`src/rtl/chip_clk_seq.sv`:
```
// ---------------------------------------------------------------------------
// chip_clk_seq
//
// Produces the per-chip 25 MHz clock-enable vector that gates the chip clock
// DDR outputs.
//
// Sequence of operation:
//   - Wait for the PLL lock to be seen after synchronisation.
//   - Wait a settle window of LOCK_WAIT cycles.
//   - Turn requested chip clocks on one at a time, lowest index first.
//     Successive turn-ons are spaced STAGGER+1 cycles apart to limit supply
//     inrush.
//   - Turn-offs take effect on the next edge.
//   - Losing lock forces every enable off and restarts the whole sequence.
//
// Parameters:
//   N_CHIP     number of chip clock enables
//   LOCK_WAIT  cycles the synchronised lock must stay high before any enable
//              (1..65535)
//   STAGGER    idle cycles between successive turn-ons (0..65535)
//
// Ports:
//   clk         system clock
//   rst_n       asynchronous active-low reset
//   pll_locked  PLL lock, asynchronous; passed through a 2-flop synchroniser
//   en_req      requested enable mask from the MCU register block
//   clk25m_on   registered chip clock enables
//   busy        sequencing in progress or not yet running
//   seq_done    running and every requested bit is on
//   loss_cnt    lock-loss event count (zero unless the feature is built)
//   loss_clr    clears loss_cnt (ignored unless the feature is built)
//
// Optional feature macro: CHIP_CLK_LOSSCNT_EN
//   When defined, loss_cnt counts RUN-to-WAIT_LOCK transitions caused by lock
//   loss. The count saturates at 255, and loss_clr has priority over an
//   increment in the same cycle.
//   When undefined, loss_cnt is tied to zero.
// ---------------------------------------------------------------------------
module chip_clk_seq #(
  parameter int N_CHIP    = 8,
  parameter int LOCK_WAIT = 1024,
  parameter int STAGGER   = 250
) (
  input  logic              clk,
  input  logic              rst_n,
  input  logic              pll_locked,
  input  logic [N_CHIP-1:0] en_req,
  output logic [N_CHIP-1:0] clk25m_on,
  output logic              busy,
  output logic              seq_done,
  output logic [7:0]        loss_cnt,
  input  logic              loss_clr
);

  typedef enum logic [1:0] {
    WAIT_LOCK,
    SETTLE,
    RUN
  } state_t;

  localparam logic [15:0] SettleLoad = 16'(LOCK_WAIT - 1);
  localparam logic [15:0] GapLoad    = 16'(STAGGER);

  logic              syncMeta_q;
  logic              lockedS_q;

  state_t            state_q, state_d;
  logic [N_CHIP-1:0] on_q, on_d;
  logic [15:0]       settle_q, settle_d;
  logic [15:0]       gap_q, gap_d;
  logic              busy_q, busy_d;
  logic              done_q, done_d;

  logic [N_CHIP-1:0] pending;
  logic [N_CHIP-1:0] lowestPending;

  // Two-flop synchroniser for the asynchronous PLL lock input.
  always_ff @(posedge clk or negedge rst_n) begin
    if (!rst_n) begin
      syncMeta_q <= 1'b0;
      lockedS_q  <= 1'b0;
    end else begin
      syncMeta_q <= pll_locked;
      lockedS_q  <= syncMeta_q;
    end
  end

  // Bits that are requested but not yet on. The lowest one is isolated with
  // the two's-complement trick so that turn-ons go in ascending index order.
  assign pending       = en_req & ~on_q;
  assign lowestPending = pending & (~pending + N_CHIP'(1));

  // Next-state logic. A synchronised lock loss overrides everything, so it is
  // applied last. busy/seq_done look at the next state but at the pending set
  // of this cycle. As a result, seq_done rises one cycle after the final
  // enable lands.
  always_comb begin
    state_d  = state_q;
    on_d     = on_q;
    settle_d = settle_q;
    gap_d    = gap_q;

    unique case (state_q)
      WAIT_LOCK: begin
        on_d = '0;
        if (lockedS_q) begin
          settle_d = SettleLoad;
          state_d  = SETTLE;
        end
      end
      SETTLE: begin
        on_d = '0;
        if (settle_q != '0) begin
          settle_d = settle_q - 16'd1;
        end else begin
          state_d = RUN;
          gap_d   = '0;
        end
      end
      RUN: begin
        on_d = on_q & en_req;
        if ((pending != '0) && (gap_q == '0)) begin
          on_d  = on_d | lowestPending;
          gap_d = GapLoad;
        end else if (gap_q != '0) begin
          gap_d = gap_q - 16'd1;
        end
      end
      default: begin
        state_d = WAIT_LOCK;
        on_d    = '0;
      end
    endcase

    if (!lockedS_q) begin
      state_d  = WAIT_LOCK;
      on_d     = '0;
      settle_d = '0;
      gap_d    = '0;
    end

    busy_d = (state_d != RUN) || (pending != '0);
    done_d = (state_d == RUN) && (pending == '0);
  end

  // Sequencer state and registered outputs.
  always_ff @(posedge clk or negedge rst_n) begin
    if (!rst_n) begin
      state_q  <= WAIT_LOCK;
      on_q     <= '0;
      settle_q <= '0;
      gap_q    <= '0;
      busy_q   <= 1'b1;
      done_q   <= 1'b0;
    end else begin
      state_q  <= state_d;
      on_q     <= on_d;
      settle_q <= settle_d;
      gap_q    <= gap_d;
      busy_q   <= busy_d;
      done_q   <= done_d;
    end
  end

  assign clk25m_on = on_q;
  assign busy      = busy_q;
  assign seq_done  = done_q;

`ifdef CHIP_CLK_LOSSCNT_EN
  logic [7:0] loss_q;

  // Count lock losses seen while running. A clear wins over an increment in
  // the same cycle, and the count sticks at 255.
  always_ff @(posedge clk or negedge rst_n) begin
    if (!rst_n) begin
      loss_q <= '0;
    end else if (loss_clr) begin
      loss_q <= '0;
    end else if ((state_q == RUN) && !lockedS_q && (loss_q != 8'hFF)) begin
      loss_q <= loss_q + 8'd1;
    end
  end

  assign loss_cnt = loss_q;
`else
  logic unusedLossClr;

  assign unusedLossClr = loss_clr;
  assign loss_cnt      = '0;
`endif

endmodule

```
`config.mk`:
```
export PLATFORM = sky130hd
export DESIGN_NAME = chip_clk_seq
export DESIGN_NICKNAME = d
export VERILOG_FILES = /design/src/rtl/chip_clk_seq.sv
export SDC_FILE = /design/constraint.sdc
export NUM_CORES = 1
export LEC_CHECK = 0
export BUFFER_PORTS_ARGS = -buffer_cell sky130_fd_sc_hd__buf_2
export CAP_MARGIN = 0
export CELL_PAD_IN_SITES_DETAIL_PLACEMENT = 1
export CELL_PAD_IN_SITES_GLOBAL_PLACEMENT = 1
export CORE_MARGIN = 2
export CORE_UTILIZATION = 31
export DETAILED_ROUTE_END_ITERATION = 8
export PLACE_DENSITY = 0.62
export SLEW_MARGIN = 20
export SYNTH_ARGS = -nofsm -noshare
export SYNTH_HDL_FRONTEND = slang
export SYNTH_SLANG_ARGS = --single-unit
```
`constraint.sdc`:
```
create_clock -name clk -period 2.4 [get_ports clk]
set_input_delay 0.24 -clock clk [delete_from_list [all_inputs] [get_ports clk]]
set_output_delay 0.24 -clock clk [all_outputs]
set_load 0.02 [all_outputs]
```
==> impl_results.md <==
- Worst skew pair latency: 0.31 ns
- Critical path launch point type: register
- Detailed Route WL: 7.11 mm
- Max Freq: 448 MHz
- R2R depth: 8
- CTS tree: yes
- Hold depth: 1
- Gr ovfl total: 0
- Fillers: 1011
- Via count: 2339
- RSZ-0062 raised after global routing: no
- Main combinational cell family by area after synthesis: simple AND/OR/NAND/NOR gates
- Mux cell area share after synthesis: 0.0115
- Total GRT Usage: 0.158
- Worst setup EP type: register
- Avg WL per Cell: 16.6 microns
- Layout Skew: 0.00699 ns
- Synth Area in Compound Gates: 0.229
- Post-synth top area share: 0.412
- Outcome: finished clean
- Share of post-route cells with drive strength above 1: 0.234
- P_sw: 535 uW
- Top post-synthesis cells by area: dfrtp_1 (41%), o211a_1 (4.0%), nand2_1 (3.3%)
- Design Power: 1.69 mW
- Die ar.: 0.00957 sq mm
- Post-route cell area: 0.00314 sq mm
- Synth area leader: dfrtp_1
- H-tree depth: 2
- Die Span Y: 97.8 microns
- Syn avg cell area: 9.58 sq um
- Antenna violations before repair: 0
- Placed Area: 0.00303 sq mm
- Antenna cells: 0
- Synth Area in Simple Gates: 0.251
- Crit share post-route: 0.931
- Required time worst endpoint: 2.61 ns
- Slew Viols, Final: 0
- CTS Buf Count: 5
- Slew HR: 0.574
- Adder-cell share of the synthesized area: 0.0137
- Synth Register Bits: 46
- Crit path max fanout: 7
- Setup Total Neg Slack: 0 ns
- Register area share after synthesis: 0.422
- Vias per cell: 5.45
- Worst-path clk slew: 0.09 ns
- Worst-Margin Slew: 0.637 ns
- Final hold vios: 0
- Critical path class: register to register
- Clock Power Share: 0.296
- Final setup vio count: 0
- Xor and xnor area share after synthesis: 0.00642
- Cell Int Power: 1.16 mW
- Hold Crit Class: primary input to register
- Worst reg-to-reg setup slack: 0.17 ns
- Core Box Area: 0.00864 sq mm
- DRT antenna net count: 0
- Initial Util: 0.316
- Sw frac: 0.316
- Yosys warns: 0
- Worst hold endpoint: syncMeta_q
- Most instantiated library cell after synthesis: dfrtp_1
- 1st-pass router iterations: 4
- Max Cap Viol: 0
- IO Pins: 30
- Iter 0 DRT Violations: 74
- Hold_sp: pll_locked
- Peak VDD IR: 242 uV
- Post-synthesis cell type count: 63
- IO Port Bufs: 20
- DIE WIDTH: 97.8 microns
- Root buf cell: clkbuf_8
- Pwr/cell area: 539 mW/mm^2
- Cells after Synth: 285
- Largest net degree at the start of global routing: 26
- Post-synth EDFFs: 0
- Seq pwr share: 0.499
- Row cnt: 34
- Post-synthesis cell area: 0.00273 sq mm
- First-pass GRT wire length: 12.4 mm
- Drc violations: 0
- Placer congestion estimate: 0.803
- Post-synth ARST share: 1.00
- Worst Path Arrival: 2.45 ns
- Nets@finish: 335
- Reg2reg start: settle_q[0]
- Vias in the first global route: 2462
- Synthesis-to-layout area growth: 15.1%
- Reg area: 0.00115 sq mm
- Top FF cell, synth: dfrtp_1
- Clock Path Buffers: 2
- DP Wirelength: 5.15 mm
- CTS Sinks: 46
- Area of the multi-input gates: 0.00144 sq mm
- R2r endpoint: gap_q[4]
- Synth cell count leaders: dfrtp_1 (45), nand2_1 (24), nor2_1 (18)
- Final min period: 2.23 ns
- Gate power share: 0.206
- P_leak: 1.49 nW
[metal layers]
metal	global-route usage	routed length, microns	vias to the layer above
li1	-	-	1125
met1	0.218	3550	1185
met2	0.262	3340	23
met3	0.0193	130	6
met4	0.0417	88	0
met5	0	0	-
[cells in the final DEF, fill, tap and decap left out, types with 2 or more instances in the layout]
cell,synthesis,final
nor4_1,5,5
a31oi_1,8,8
buf_4,8,22
nand4_1,3,3
a21oi_1,14,14
or4_4,2,3
nor3_4,2,2
buf_2,4,20
nand4b_1,2,2
or2_2,4,4
dfrtp_1,45,45
a31o_1,2,2
nand2_1,24,24
nor3b_1,4,4
o21ai_0,16,16
o211ai_1,2,2
o21ai_1,3,2
a221o_1,2,2
nor2_1,18,18
or4_1,5,4
ha_1,3,3
a211oi_1,2,2
a311oi_1,7,7
inv_1,9,9
xor2_1,2,2
conb_1,1,8
nand2b_1,5,5
and2_1,3,3
mux2i_1,2,2
or3_1,5,5
nor2b_1,6,6
nand3_1,6,6
clkbuf_8,0,5
o21a_1,2,2
nor3_1,9,9
o221a_2,4,4
o211a_1,11,11
[flip-flops by register name, summed over array words and instances, names as in the netlist]
signal,cells
busy,1
lockedS_q,1
settle_q,16
syncMeta_q,1
seq_done,1
gap_q,16
state_q,2
clk25m_on,8
[final cells by class]
class / instances / area share
clock inverter: 3 / 0.00677
inverter: 9 / 0.0108
clock buffer: 5 / 0.0219
tap: 108 / 0.0430
timing repair buffer: 44 / 0.0940
sequential: 46 / 0.367
multi-input combinational: 214 / 0.457
[worst max path at each step]
stage	end	cells past startpoint	slack, ns	startpoint
after CTS	gap_q[12]	7	0.09	gap_q[1]
after floorplan	gap_q[12]	8	0.25	gap_q[0]
after global placement	gap_q[12]	7	0.15	gap_q[1]
final	gap_q[4]	8	0.17	settle_q[0]
after detailed placement	gap_q[12]	7	0.10	gap_q[1]
after global routing	gap_q[5]	8	0.00008	settle_q[0]
[what timing repair did]
action / CTS / global route
hold buffers: 1 / 0
setup endpoints to repair: 0 / 3
setup buffers: 0 / 0
endpoints found under the hold margin: 12 / 0
gates resized for setup: 0 / 3
[through the flow]
step / instances / hold slack [ns] / setup WS [ns] / util
2_1_floorplan: 292 / -0.0556 / 0.248 / -
3_3_place_gp: 420 / 0.170 / 0.146 / 0.351
3_5_place_dp: 420 / 0.180 / 0.104 / 0.351
4_1_cts: 429 / 0.0185 / 0.0912 / 0.363
5_1_grt: 429 / 0.0178 / 0.0000784 / 0.364
6_report: 429 / 0.0264 / 0.166 / 0.364
[power groups by stage]
| stage | Sequential (mW) | Combinational (mW) | Clock, mW |
|---|---|---|---|
| global route | 0.850 | 0.390 | 0.541 |
| CTS | 0.843 | 0.347 | 0.522 |
| finish | 0.844 | 0.348 | 0.500 |
| detailed placement | 0.858 | 0.344 | 0 |
| global placement | 0.857 | 0.336 | 0 |
| floorplan | 0.852 | 0.238 | 0 |
[worst max-delay path, stage by stage, from the launching register on]
cell,delay (ns)
dfrtp_1,0.39
inv_1,0.06
ha_1,0.17
or3b_4,0.43
nor3_4,0.21
a31o_1,0.38
buf_12,0.17
a31oi_1,0.08
a311oi_1,0.26
[cells by family (layout without fill, tap and decap cells)]
family / count (synthesis) / in the layout
AND/OR/NAND/NOR: 113 / 113
AO/OA/AOI/OAI: 85 / 85
flip-flops: 46 / 46
buffers and inverters: 32 / 61
adder cells (fa/ha/maj): 3 / 3
multiplexers: 3 / 3
XOR/XNOR: 2 / 2
other: 1 / 8
Power figures use the tool's default switching activity.
